$ cat src/rtl/mic1_exec_ctrl.sv
// +----------------------------------------------------------------------+
// | mic1_exec_ctrl : run/step/breakpoint execution controller for mic1   |
// | Rev 1.0                                                              |
// +----------------------------------------------------------------------+
`timescale 1ns/1ps
`default_nettype none

module mic1_exec_ctrl #(
   parameter int STEP_W      = 8,
   parameter int CNT_W       = 32,
   parameter int CYCLE_LIMIT = 0
) (
   input  logic              clk,
   input  logic              resetn,
   input  logic              start,
   input  logic              step,
   input  logic              stop,
   input  logic              clear,
   input  logic [STEP_W-1:0] step_count,
   input  logic              bp_en,
   input  logic [8:0]        bp_addr,
   input  logic [8:0]        mpc,
   input  logic              prog_halt,
   output logic              run,
   output logic              busy,
   output logic              done,
   output logic [2:0]        stop_reason,
   output logic [CNT_W-1:0]  cycle_count
);

   typedef enum logic [1:0] {
      S_IDLE = 2'd0,
      S_RUN  = 2'd1,
      S_STEP = 2'd2,
      S_HALT = 2'd3
   } state_t;

   localparam logic [2:0] R_NONE  = 3'd0;
   localparam logic [2:0] R_STOP  = 3'd1;
   localparam logic [2:0] R_STEP  = 3'd2;
   localparam logic [2:0] R_BP    = 3'd3;
   localparam logic [2:0] R_PROG  = 3'd4;
   localparam logic [2:0] R_LIMIT = 3'd5;

   localparam logic [CNT_W:0] LIMIT = (CNT_W+1)'(CYCLE_LIMIT);

   state_t            state;
   logic [STEP_W-1:0] remaining;
   logic              first;

   logic [CNT_W:0]    cnt_plus1;
   logic [CNT_W-1:0]  cnt_sat;
   logic [STEP_W-1:0] step_load;
   logic              bp_hit;
   logic              limit_hit;
   logic              step_last;

   always_comb begin
      cnt_plus1 = {1'b0, cycle_count} + {{CNT_W{1'b0}}, 1'b1};
      cnt_sat   = cnt_plus1[CNT_W] ? cycle_count : cnt_plus1[CNT_W-1:0];
      step_load = (step_count == '0) ? STEP_W'(1) : step_count;
      // The first busy cycle skips the breakpoint so a resume steps off it.
      bp_hit    = bp_en && (mpc == bp_addr) && !first;
      limit_hit = (CYCLE_LIMIT != 0) && (cnt_plus1 == LIMIT);
      step_last = (state == S_STEP) && (remaining == STEP_W'(1));
   end

   assign run  = (state == S_RUN) || (state == S_STEP);
   assign busy = run;

   always_ff @(posedge clk) begin
      if (!resetn) begin
         state       <= S_IDLE;
         remaining   <= '0;
         first       <= 1'b1;
         done        <= 1'b0;
         stop_reason <= R_NONE;
         cycle_count <= '0;
      end else begin
         done <= 1'b0;
         case (state)
            S_IDLE: begin
               if (clear) begin
                  cycle_count <= '0;
                  stop_reason <= R_NONE;
               end
               if (start) begin
                  state       <= S_RUN;
                  stop_reason <= R_NONE;
                  first       <= 1'b1;
               end else if (step) begin
                  state       <= S_STEP;
                  remaining   <= step_load;
                  stop_reason <= R_NONE;
                  first       <= 1'b1;
               end
            end
            S_RUN, S_STEP: begin
               cycle_count <= cnt_sat;
               first       <= 1'b0;
               if (state == S_STEP) begin
                  remaining <= remaining - STEP_W'(1);
               end
               if (stop) begin
                  state       <= S_IDLE;
                  stop_reason <= R_STOP;
                  done        <= 1'b1;
               end else if (prog_halt) begin
                  state       <= S_HALT;
                  stop_reason <= R_PROG;
                  done        <= 1'b1;
               end else if (bp_hit) begin
                  state       <= S_HALT;
                  stop_reason <= R_BP;
                  done        <= 1'b1;
               end else if (limit_hit) begin
                  state       <= S_HALT;
                  stop_reason <= R_LIMIT;
                  done        <= 1'b1;
               end else if (step_last) begin
                  state       <= S_IDLE;
                  stop_reason <= R_STEP;
                  done        <= 1'b1;
               end
            end
            S_HALT: begin
               if (clear) begin
                  state       <= S_IDLE;
                  stop_reason <= R_NONE;
                  cycle_count <= '0;
               end
            end
            default: state <= S_IDLE;
         endcase
      end
   end

endmodule

`default_nettype wire

$ cat config.mk
export PLATFORM = sky130hd
export DESIGN_NAME = mic1_exec_ctrl
export DESIGN_NICKNAME = d
export VERILOG_FILES = /design/src/rtl/mic1_exec_ctrl.sv
export SDC_FILE = /design/constraint.sdc
export NUM_CORES = 1
export LEC_CHECK = 0
export BUFFER_PORTS_ARGS = -buffer_cell sky130_fd_sc_hd__buf_2
export CAP_MARGIN = 10
export CORE_UTILIZATION = 48
export CTS_CLUSTER_DIAMETER = 40
export DETAILED_ROUTE_END_ITERATION = 8
export PLACE_DENSITY = 0.77
export SYNTH_ARGS = -nofsm -noshare
export SYNTH_HDL_FRONTEND = slang
export SYNTH_SLANG_ARGS = --single-unit
export TNS_END_PERCENT = 30
$ cat constraint.sdc
create_clock -name clk -period 2.35 [get_ports clk]
set_clock_uncertainty 0.1 [all_clocks]
set_input_delay 0.1175 -clock clk [delete_from_list [all_inputs] [get_ports clk]]
set_output_delay 0.1175 -clock clk [all_outputs]
set_load 0.1 [all_outputs]
==> impl_results.md <==
- Outcome: complete, no violations
- Grt ovf: 0
- Share of power burned in registers: 34.2%
- DP Worst Slack: 0.09183 ns
- Worst setup SP type: register
- Clk root buf: clkbuf_8
- Tightest Pin Transition: 0.4987 ns
- H-tree depth: 2
- Initial Utilization: 51.12%
- Post-route DRC: 0
- Register area share after synthesis: 35.14%
- # rows: 26
- Top routing layer in use: met4
- Minimum clock period: 2.215 ns
- Die area: 5881 um^2
- Worst-Skew Late Latency: 0.30 ns
- Placed cell area: 3199 um^2
- Maximum VDD drop: 1.153 mV
- Clock sinks: 47
- Hold_ws: 0.005208 ns
- Largest net degree at the start of global routing: 22
- Static Leak: 1.289 nW
- Layout cells sized above 1: 33.73%
- Headroom to the max-slew limit: 66.98%
- Final #Nets: 454
- Final setup TNS: 0 ns
- Port-buffer cells: 71
- Distinct cells, synth: 50
- Count of final setup violators: 0
- Antenna violations before repair: 0
- Fin. Hold Viols: 0
- Endpoint type of the worst setup path: register
- GP Congestion: 0.8950
- RSZ-0062 raised after global routing: false
- Crit-path slowest cell: or4_1
- Clk pin slew, worst setup/hold paths: 0.08 ns
- Final Cycle Share: 94.24%
- Core box area: 5238 um^2
- DR WL/cell: 13.89 um
- Max Cap Viol: 0
- WL met1: 2862 um
- Largest stage delay, worst path: 0.47 ns
- Mapped Cells: 336
- Vias/cell: 5.767
- Comb pwr share: 49.5%
- First-pass GRT wire length: 11390 um
- Io pins: 72
- Async set or reset register ratio after synthesis: 0%
- DP Wirelength: 5019 um
- Synth Register Bits: 47
- Final worst slack: 0.1354 ns
- CP bufs+invs: 1
- Drt pass-1 iters: 4
- Crit path max-delay family: compound AO/OA/AOI/OAI gates
- DRT iter0 DRCs: 156
- Met3 WL post-DR: 315 um
- Clk pwr share: 16.4%
- Worst EP required: 2.48 ns
- Die X: 76.69 um
- EDFF count, synth: 0
- Syn nets: 376
- Gr usage total: 23.54%
- P_int: 1.625 mW
- Cell breakdown of the critical path: inv_1 > ha_4 > o211a_1 > nand2_1 > a211o_4 > or4_1 > a21oi_1
- Critical path class: reg2reg
- Synth warn: 0
- Die height: 76.69 um
- Cell area after synthesis: 2678 um^2
- Power, Total: 2.883 mW
- Fin. max-slew vios: 0
- CP Max Fanout: 13
- PwrDens: 870.6 nW/um^2
- Vias in the first global route: 2538
- CTS Buf Count: 5
- Area Growth Syn to Fin: 23.69%
- Mean Syn Cell Area: 7.969 um^2
- Net Sw Frac: 43.65%
- Post-layout instance area: 3312 um^2
- Most used DFF post-synth: dfxtp_1
- Worst EP arrival: 2.34 ns
- Post-route ant nets: 0
- Hold Crit Class: in2reg
- Drt total wl: 6739 um
- Via Count: 2797
- CTS tree: done
- Diode count: 0
- Net switching power figure: 1.259 mW
- Max clock buf depth: 2
- F_max: 451.5 MHz
- Metal2 WL: 3515 um
[registers in the layout, summed over array words and instances (netlist names)]
signal,flops
stop_reason,3
first,1
state,2
remaining,8
cycle_count,32
done,1
[power groups by stage]
stage	clock network, mW	logic [mW]	registers [mW]
final	0.472	1.43	0.985
after floorplan	0	0.922	1.12
after CTS	0.485	1.36	0.981
after detailed placement	0	1.36	0.999
after global routing	0.518	1.53	0.998
after global placement	0	1.34	0.998
[final timing paths]
path	startpoint	end	slack (ns)	cells past startpoint
worst max register to register	state[1]	cycle_count[31]	0.14	7
worst max-delay path	state[1]	cycle_count[31]	0.14	7
worst min register to register	stop_reason[2]	stop_reason[2]	0.36	2
worst min-delay path	prog_halt	stop_reason[2]	0.005	3
[kinds of logic after synthesis]
family	count (synthesis)	synth area share, %
adders and majority gates	6	2.804
xor gates and xnor gates	20	6.542
buffers and inverters	29	4.813
DFF	47	35.14
AOI/OAI and AO/OA	94	21.31
and+or+nand+nor	138	28.60
muxes	2	0.7944
[placed cells by master, fill, tap and decap left out, drive strengths merged, types with 2 or more instances in the layout]
cell type,netlist,layout
and4,6,6
nand3b,3,3
nand2,22,22
or3b,2,2
a31oi,4,4
nor4,10,10
a31o,2,2
buf,5,87
o22ai,3,3
o221a,2,2
a311oi,2,2
o211ai,5,5
and3,4,4
ha,6,6
clkbuf,11,7
dfxtp,47,47
xnor2,20,20
nor3,8,8
nand4,12,12
nand3,14,14
a211oi,8,8
or2,2,2
inv,13,13
a21oi,36,36
nor2b,2,2
nand2b,3,3
o21ai,23,23
nor2,28,28
and3b,2,2
or3,17,17
[cells in the mapped netlist, drive strengths merged, types with 2 or more instances]
master,count,area (um^2)
o22ai,3,18.77
a31o,2,17.52
and3b,2,17.52
dfxtp,47,940.9
nand3,14,70.07
and3,4,25.02
or3,17,106.4
nand2b,3,18.77
inv,13,48.80
o211ai,5,37.54
and4,6,52.55
clkbuf,11,41.29
or3b,2,17.52
a31oi,4,25.02
nor2b,2,12.51
nor2,28,105.1
or2,2,12.51
a21oi,36,180.2
buf,5,38.78
xnor2,20,175.2
nand2,22,82.58
o21ai,23,115.1
o221a,2,22.52
ha,6,75.07
nor4,10,68.81
a311oi,2,17.52
a211oi,8,60.06
nor3,8,40.04
nand3b,3,22.52
nand4,12,90.09
[metal layers]
metal	vias to the layer above	global-route usage [%]
met2	76	42.41
li1	1404	-
met1	1313	27.87
met5	-	0
met3	4	4.405
met4	0	7.500
[what timing repair did]
action / CTS / global route
hold buffers: 0 / 0
setup endpoints to repair: 0 / 2
resized for setup: 0 / 2
buffers inserted: 0 / 3
[metrics by stage]
step / utilization, % / cells
after floorplan: - / 336
after global placement: 61.08 / 474
after detailed placement: 61.08 / 474
after CTS: 62.64 / 482
after global routing: 63.23 / 485
final: 63.23 / 485
[tightest hold or removal path: stages]
cell and delay (ns):
buf_2 0.13, nand3_1 0.07, o21ai_0 0.06
[cell type report]
| class | instances | area (um^2) |
|---|---|---|
| tap | 70 | 87.58 |
| timing repair buffer | 87 | 475.5 |
| multi-input combinational | 260 | 1639 |
| clock inverter | 1 | 5.005 |
| sequential | 47 | 979.7 |
| inverter | 13 | 48.80 |
| fill | 472 | 1926 |
| clock buffer | 7 | 76.32 |
No activity file was read; power rests on OpenSTA's default activity.
